===== src/rtl/pattern_scan_pkg.sv =====
// pattern_scan_pkg: scanner FSM state type, default widths and counter ceiling
package pattern_scan_pkg;
   typedef enum logic [1:0] {IDLE, LOAD, SCAN, DONE} state_t;
   localparam int DEF_PAT_W = 4;
   localparam int DEF_LEN_W = 8;
   localparam int DEF_CNT_W = 8;
   localparam int DEF_CNT_MAX = (1 << DEF_CNT_W) - 1;
endpackage


===== src/rtl/pattern_window.sv =====
// pattern_window: serial history, fill tracking and masked pattern compare
// PATTERN_OVERLAP_EN keeps fill after a hit so overlapping matches count
module pattern_window #(
   parameter int PAT_W = 4
) (
   input  logic                         clock,
   input  logic                         reset,
   input  logic                         clear,
   input  logic                         shift,
   input  logic                         bit_data,
   input  logic [PAT_W-1:0]             pattern,
   input  logic [$clog2(PAT_W+1)-1:0]   len,
   output logic                         hit
);
   localparam int CL_W = $clog2(PAT_W + 1);
   logic [PAT_W-1:0] history, next_hist, mask;
   logic [PAT_W:0]   ext, one_hot;
   logic [CL_W-1:0]  fill, fill_inc;
   always_comb begin
      ext = {history, bit_data};
      next_hist = ext[PAT_W-1:0];
      one_hot = (PAT_W+1)'(1) << len;
      mask = PAT_W'(one_hot - (PAT_W+1)'(1));
      fill_inc = (fill == CL_W'(PAT_W)) ? fill : fill + CL_W'(1);
      hit = shift && ((CL_W+1)'(fill) + (CL_W+1)'(1) >= (CL_W+1)'(len))
                  && (((next_hist ^ pattern) & mask) == '0);
   end
   always_ff @(posedge clock or posedge reset)
      if (reset) begin
         history <= '0;
         fill <= '0;
      end else if (clear) begin
         history <= '0;
         fill <= '0;
      end else if (shift) begin
         history <= next_hist;
`ifdef PATTERN_OVERLAP_EN
         fill <= fill_inc;
`else
         fill <= hit ? '0 : fill_inc;
`endif
      end
endmodule


===== src/rtl/pattern_scan_ctrl.sv =====
// pattern_scan_ctrl: command-driven serial pattern scanner over a bounded frame
// PATTERN_OVERLAP_EN selects overlapping matches inside pattern_window
module pattern_scan_ctrl
   import pattern_scan_pkg::*;
#(
   parameter int PAT_W = DEF_PAT_W,
   parameter int LEN_W = DEF_LEN_W,
   parameter int CNT_W = DEF_CNT_W
) (
   input  logic                         clock,
   input  logic                         reset,
   input  logic                         start,
   input  logic [PAT_W-1:0]             cfg_pattern,
   input  logic [$clog2(PAT_W+1)-1:0]   cfg_len,
   input  logic [LEN_W-1:0]             frame_len,
   input  logic                         bit_valid,
   input  logic                         bit_data,
   output logic                         bit_ready,
   output logic                         busy,
   output logic                         done,
   output logic                         match,
   output logic [CNT_W-1:0]             match_count,
   output logic                         first_found,
   output logic [LEN_W-1:0]             first_idx,
   output logic                         cfg_err
);
   localparam int CL_W = $clog2(PAT_W + 1);
   state_t           state;
   logic [PAT_W-1:0] pattern_q;
   logic [CL_W-1:0]  len_q;
   logic [LEN_W-1:0] frame_q, index;
   logic             accept, hit, last, bad_cfg;
   assign accept = bit_valid & bit_ready;
   assign last = index == frame_q - LEN_W'(1);
   assign bad_cfg = (len_q == '0) || (len_q > CL_W'(PAT_W)) || (frame_q == '0);
   pattern_window #(.PAT_W(PAT_W)) u_window (
      .clock    (clock),
      .reset    (reset),
      .clear    (state == IDLE && start),
      .shift    (accept),
      .bit_data (bit_data),
      .pattern  (pattern_q),
      .len      (len_q),
      .hit      (hit)
   );
   always_ff @(posedge clock or posedge reset)
      if (reset) begin
         state <= IDLE;
         pattern_q <= '0;
         len_q <= '0;
         frame_q <= '0;
         index <= '0;
         bit_ready <= 1'b0;
         busy <= 1'b0;
         done <= 1'b0;
         match <= 1'b0;
         match_count <= '0;
         first_found <= 1'b0;
         first_idx <= '0;
         cfg_err <= 1'b0;
      end else begin
         done <= 1'b0;
         match <= 1'b0;
         case (state)
            IDLE: if (start) begin
               state <= LOAD;
               busy <= 1'b1;
               pattern_q <= cfg_pattern;
               len_q <= cfg_len;
               frame_q <= frame_len;
               index <= '0;
               match_count <= '0;
               first_found <= 1'b0;
               first_idx <= '0;
               cfg_err <= 1'b0;
            end
            LOAD: begin
               state <= bad_cfg ? DONE : SCAN;
               done <= bad_cfg;
               cfg_err <= bad_cfg;
               bit_ready <= !bad_cfg;
            end
            SCAN: if (accept) begin
               match <= hit;
               index <= index + LEN_W'(1);
               if (hit && match_count != '1) match_count <= match_count + CNT_W'(1);
               if (hit && !first_found) begin
                  first_found <= 1'b1;
                  first_idx <= index;
               end
               if (last) begin
                  state <= DONE;
                  done <= 1'b1;
                  bit_ready <= 1'b0;
               end
            end
            DONE: begin
               state <= IDLE;
               busy <= 1'b0;
            end
            default: state <= IDLE;
         endcase
      end
endmodule


===== config.mk =====
export PLATFORM = sky130hd
export DESIGN_NAME = pattern_scan_ctrl
export DESIGN_NICKNAME = d
export VERILOG_FILES = /design/src/rtl/pattern_scan_pkg.sv /design/src/rtl/pattern_window.sv /design/src/rtl/pattern_scan_ctrl.sv
export SDC_FILE = /design/constraint.sdc
export NUM_CORES = 1
export LEC_CHECK = 0
export BUFFER_PORTS_ARGS = -buffer_cell sky130_fd_sc_hd__buf_2
export CAP_MARGIN = 5
export CORE_AREA = 2 2 121 88
export CTS_CLUSTER_SIZE = 25
export DETAILED_ROUTE_END_ITERATION = 7
export DIE_AREA = 0 0 123 90
export PLACE_DENSITY_LB_ADDON = 0.05
export SLEW_MARGIN = 20
export SYNTH_ARGS = -nofsm -noshare
export SYNTH_HDL_FRONTEND = slang
export SYNTH_SLANG_ARGS = --single-unit

===== constraint.sdc =====
create_clock -name clock -period 2.5 [get_ports clock]
set_input_delay 0.5 -clock clock [delete_from_list [all_inputs] [get_ports clock]]
set_output_delay 0.5 -clock clock [all_outputs]
set_load 0.01 [all_outputs]

* Yosys cells after proc, flatten, opt, wreduce, memory -nomap -nowiden
Index checks and enable logic that the tools add are counted.
Storage, ports and cells: register bits 53, word-level logic and storage cells 101, bits in latches 0, memory bits (read-only) 0, input bits 20, RAM bits 0, memories 0
Operators by class: $lt $le $gt $ge 2, equal/unequal tests 12, shift operators 1, reductions and logical operators 27, bitwise logic cells 3, mux-type cells 35, div/mod/pow operators 0, $mul 0, add/subtract/negate cells 6
Operator list (count):
- $mux 8 | 6
- $pmux 8 s2 | 3
- $mux 3 | 6
- $add 8x1->8 const B | 2
- $mux 1 | 11
- $pmux 1 s2 | 5
- $reduce_bool 2->1 | 5
- $reduce_and 3->1 | 3
- $eq 8x8->1 | 1
- $logic_not 8->1 | 1
- $ne 2x2->1 const B | 4
- $ne 8x8->1 const B | 1
- $pmux 2 s4 | 1
- $reduce_and 2->1 | 4
- $reduce_and 4->1 | 2
- $sub 8x1->8 const B | 1
- $mux 2 | 3
- $logic_and 1x1->1 | 5
- $add 3x1->4 const B | 1
- $and 4x4->4 | 1
- $eq 2x2->1 const B | 2
- $ge 4x3->1 | 1
- $logic_not 4->1 | 1
- $shl 1x3->4 const A | 1
- other kinds (13) | 15

* Depth between registers and ports, before layout
word-level depth 9, gate-level depth with buffers 11, mapped depth without buffers 10

* By module
A second synthesis with hierarchy kept.
Unflattened totals: cell total of the unflattened synthesis 272, area total of the unflattened synthesis 2869.0 µm²
By module, submodules not included:
- pattern_scan_ctrl | instances 1, cells an instance 223, area each 2393.5 µm², seq. area each 1176.1 µm²
- pattern_window | instances 1, cells an instance 49, area each 475.5 µm², seq. area each 150.1 µm²

* Worst setup path after synthesis
No wires, ideal clock.
path kind reg2reg, from register len_q[0], to register first_idx[0], cell stages (with the launch flop) 11, slack 0.108 ns, buffers on the path 1, arrival 2.325 ns, setup time 0.067 ns, cells stage by stage dfrtp_1 > nor2_1 > ha_1 > inv_1 > ha_1 > xnor2_1 > o32ai_2 > or3b_1 > buf_6 > nor4b_4 > a22o_1
On the way: longest elaborated chain between the ends 8
Ends and longest elaborated chain:
- start, declared | RTL line pattern_scan_ctrl.sv:30 | logic [CL_W-1:0] len_q;
- start signal, assigned | RTL line pattern_scan_ctrl.sv:69 | len_q <= cfg_len;
- $shl 1x3->4 | RTL line pattern_window.sv:22 | one_hot = (PAT_W+1)'(1) << len;
- $sub 4x1->4 | RTL line pattern_window.sv:23 | mask = PAT_W'(one_hot - (PAT_W+1)'(1));
- $and 4x4->4 | RTL line pattern_window.sv:26 | && (((next_hist ^ pattern) & mask) == '0);
- $logic_not 4->1 | RTL line pattern_window.sv:26
- $logic_and 1x1->1 * | RTL line pattern_window.sv:26
- $logic_and 1x1->1 * | RTL line pattern_scan_ctrl.sv:87 | if (hit && !first_found) begin
- $ne 2x2->1 (no line) *
- $reduce_and 4->1 (no line) *
- end signal, assigned | RTL line pattern_scan_ctrl.sv:89 | first_idx <= index;
- end, declared | RTL line pattern_scan_ctrl.sv:24 | output logic [LEN_W-1:0] first_idx,
Mark *: on every way between the ends. The rest lies on a longest branch, timed or not. A chain may end at the register's enable or synchronous reset.

* Worst setup path in the final report
from register u_window.fill[1], to register match_count[7]
On the way: longest elaborated chain between the ends 7
Ends and longest elaborated chain:
- start, declared | RTL line pattern_window.sv:18 | logic [CL_W-1:0] fill, fill_inc;
- start signal, assigned | RTL line pattern_window.sv:40 | fill <= hit ? '0 : fill_inc;
- $add 3x1->4 | RTL line pattern_window.sv:25 | hit = shift && ((CL_W+1)'(fill) + (CL_W+1)'(1) >= (CL_W+1)'(len))
- $ge 4x3->1 | RTL line pattern_window.sv:25
- $logic_and 1x1->1 | RTL line pattern_window.sv:25
- $logic_and 1x1->1 | RTL line pattern_window.sv:26
- $logic_and 1x1->1 | RTL line pattern_scan_ctrl.sv:86 | if (hit && match_count != '1) match_count <= match_count + CNT_W'(1);
- $ne 2x2->1 (no line)
- $reduce_and 4->1 (no line)
- end signal, assigned | RTL line pattern_scan_ctrl.sv:86
- end, declared | RTL line pattern_scan_ctrl.sv:22 | output logic [CNT_W-1:0] match_count,
Every way passes these cells.

==> results.toml <==
[placed_design]
hpwlAfterDp_microns = 5507
post_dp_cell_area_sq_um = 3442
portBuffers = 41
place_congestion = 0.7636

[cts]
numCtsBuffers = 5
clk-insertion-delay-late_ps = 300
clk_pin_slew_ps = 80
root_buffer = "clkbuf_16"
cts_tree = "built"
cts_sinks = 53
cts.path.max_buffers = 2
htree_levels = 2

[timing]
setup_viol = 0
max_freq_mhz = 408.4
worst_pin_slew_ps = 494.9
period_share_pct = 97.94
maxSlewViolCount = 0
slew_headroom_pct = 66.97
finClkSkew_ps = 7.299
finalCriticalPeriod_ps = 2449
rsz0062_at_grt = "yes"
final_hold_viol_count = 0

[routing]
drt_iter0_drc = 98
antenna_left = 0
wire_per_inst_microns = 14.61
drc_errors = 0
firstDrtPassIters = 4
vias_per_cell = 4.651
routed_wl_microns = 7379
via_count = 2349

[synthesis]
ys_warn_count = 0
synthCells = 307
ys_ff_latch = 53
syn_nets = 342
synth_flop_cell = "dfrtp_1"
yosysUniqueCellTypes = 53
synth_edf_count = 0
synthArstFlopShare_pct = 100.0
synth.avg_cell_area_sq_um = 9.521
synth_area_sq_um = 2923
seq_area_frac_synth_pct = 45.38

[setup_path]
critPathKind = "reg -> reg"
cp.arrival_ps = 2670
path_max_fanout = 4
worst-endpoint-required_ps = 2720
cp_slowest_cell = "dfrtp_1"
crit_family = "simple AND/OR/NAND/NOR gates"
end_kind = "register"
r2r_slack_ps = 50
critPathLaunchType = "register"
critPathBufInv = 1
path_cells = "ha_2, xor2_1, ha_1, o21ai_1, o21ai_1, buf_4, o211ai_1, nor3_4, o21ai_2, or3_4, a21oi_2"
cp_slowest_stage_delay_ps = 420
cpMostUsedCell = "o21ai_1"

[outcome]
status = "complete, no violations"

[grt]
antenna_found_initial = 0
grt_pass1_vias = 2368
grt_overflow = 0
grt_max_degree = 34
grt_pass1_wl_microns = 12290
grt_usage_pct = 14.26

[floorplan]
initial_utilization_pct = 29.21
ios = 42
die-height_microns = 90
dieWidth_microns = 123
rows = 31
coreArea_sq_um = 10010
die_area_sq_um = 11070

[worst_hold_path]
hp-class = "in -> async"

[cells_and_area]
final_cell_area_sq_um = 3690
nets = 407
area_growth_pct = 26.24
drive_above_1_share_pct = 28.42
diodes = 0

[power]
leakage_nw = 1.776
finalPower_mw = 4.009
ir_worst_vdd_v = 0.0004438
power_density_nw_per_um2 = 1087

[job]
max_cap_viol_count = 0
-- cell usage after synthesis (all sizes together) (3+ instances only) --
library cell / instances / area [sq um]
nand2: 62 / 232.7
dfrtp: 53 / 1326
nor2: 25 / 96.35
o21ai: 18 / 90.08
ha: 15 / 187.7
xor2: 13 / 113.9
inv: 12 / 45.04
xnor2: 12 / 105.1
a21oi: 10 / 61.31
a22o: 9 / 78.83
nand3: 9 / 45.04
clkbuf: 6 / 32.53
and3: 5 / 32.53
nor3b: 5 / 42.54
nand2b: 4 / 25.02
nor3: 4 / 30.03
or3: 4 / 25.02
a31oi: 3 / 18.77
buf: 3 / 26.27
mux2i: 3 / 33.78
nor2b: 3 / 18.77
-- path summary, 6_finish.rpt --
kind / depth (start not counted) / startpoint / endpoint
worst max-delay path: 11 / u_window.fill[1]$_DFFE_PP0P_ / match_count[7]$_DFFE_PP0P_
worst min-delay path: 2 / reset / index[6]$_DFFE_PP0P_
worst max register to register: 11 / u_window.fill[1]$_DFFE_PP0P_ / match_count[7]$_DFFE_PP0P_
worst min register to register: 1 / first_idx[4]$_DFFE_PP0P_ / first_idx[4]$_DFFE_PP0P_
max in group asynchronous: 3 / reset / match_count[6]$_DFFE_PP0P_
min in group clock: 3 / cfg_pattern[0] / pattern_q[0]$_DFFE_PP0P_
-- per-layer routing --
layer,GRT usage (%),routed length [microns],vias to the layer above
met5,0,0,-
met4,3.409,72,0
met3,3.299,249,6
met2,20.63,3191,32
met1,21.35,3865,1117
li1,-,-,1194
-- worst register-to-register path: stages, from the launching register on --
cell and delay (ps):
dfrtp_1 420, ha_2 210, xor2_1 140, ha_1 270, o21ai_1 50, o21ai_1 150
buf_4 130, o211ai_1 130, nor3_4 260, o21ai_2 120, or3_4 380, a21oi_2 130
-- placed cells by master (no fill, tap or decap), types with 5 or more instances in the layout --
cell / count
a21oi_1: 7
a22o_1: 9
buf_2: 41
buf_4: 25
clkbuf_16: 5
dfrtp_1: 53
ha_1: 11
inv_1: 11
nand2_1: 62
nand3_1: 9
nor2_1: 21
o21ai_0: 15
xnor2_1: 11
xor2_1: 13
-- what timing repair did --
action | in CTS | in global routing
setup endpoints to repair | 9 | 20
setup buffers | 0 | 1
resized for setup | 1 | 21
pin swaps | 0 | 10
gates cloned | 0 | 0
hold buffers | 0 | 0
-- through the flow --
step | utilization (%) | std cells | setup WS [ps] | hold WS, ps | TNS (ps)
finish | 36.87 | 505 | 51.40 | 214.3 | 0
global route | 36.87 | 505 | -76.09 | 247.2 | -403.5
CTS | 35.93 | 505 | -0.3277 | 229.0 | -0.3277
floorplan | - | 307 | 107.7 | 466.2 | 0
detailed placement | 34.40 | 497 | -64.85 | 490.3 | -454.9
global placement | 34.40 | 497 | -0.06306 | 490.2 | -0.06306
-- flip-flops by register name, indices dropped and copies added, names as in the netlist --
name / cells
done: 1
cfg_err: 1
len_q: 3
index: 8
frame_q: 8
u_window.history: 3
busy: 1
u_window.fill: 3
first_idx: 8
match: 1
first_found: 1
state: 2
match_count: 8
bit_ready: 1
pattern_q: 4
-- layout make-up --
class,count,area (sq um)
clock buffer,5,125.1
clock inverter,3,26.28
fill,1053,6317
inverter,12,45.04
multi-input combinational,233,1589
sequential,53,1326
tap,132,165.2
timing repair buffer,67,412.9
-- kinds of logic after synthesis --
group	count (synthesis)	share of synthesized area, %
flops	53	45.38
buf+inv	21	3.553
xor+xnor	25	7.491
simple gates	131	21.75
fa+ha+maj	15	6.421
compound gates	58	13.87
mux	4	1.541
-- power breakdown --
part	switching [mW]	internal, mW	leakage, nW
registers	0.249	1.08	0.702
logic	1.05	0.913	1.00
clock network	0.336	0.379	0.0744
Power figures use the tool's default switching activity.
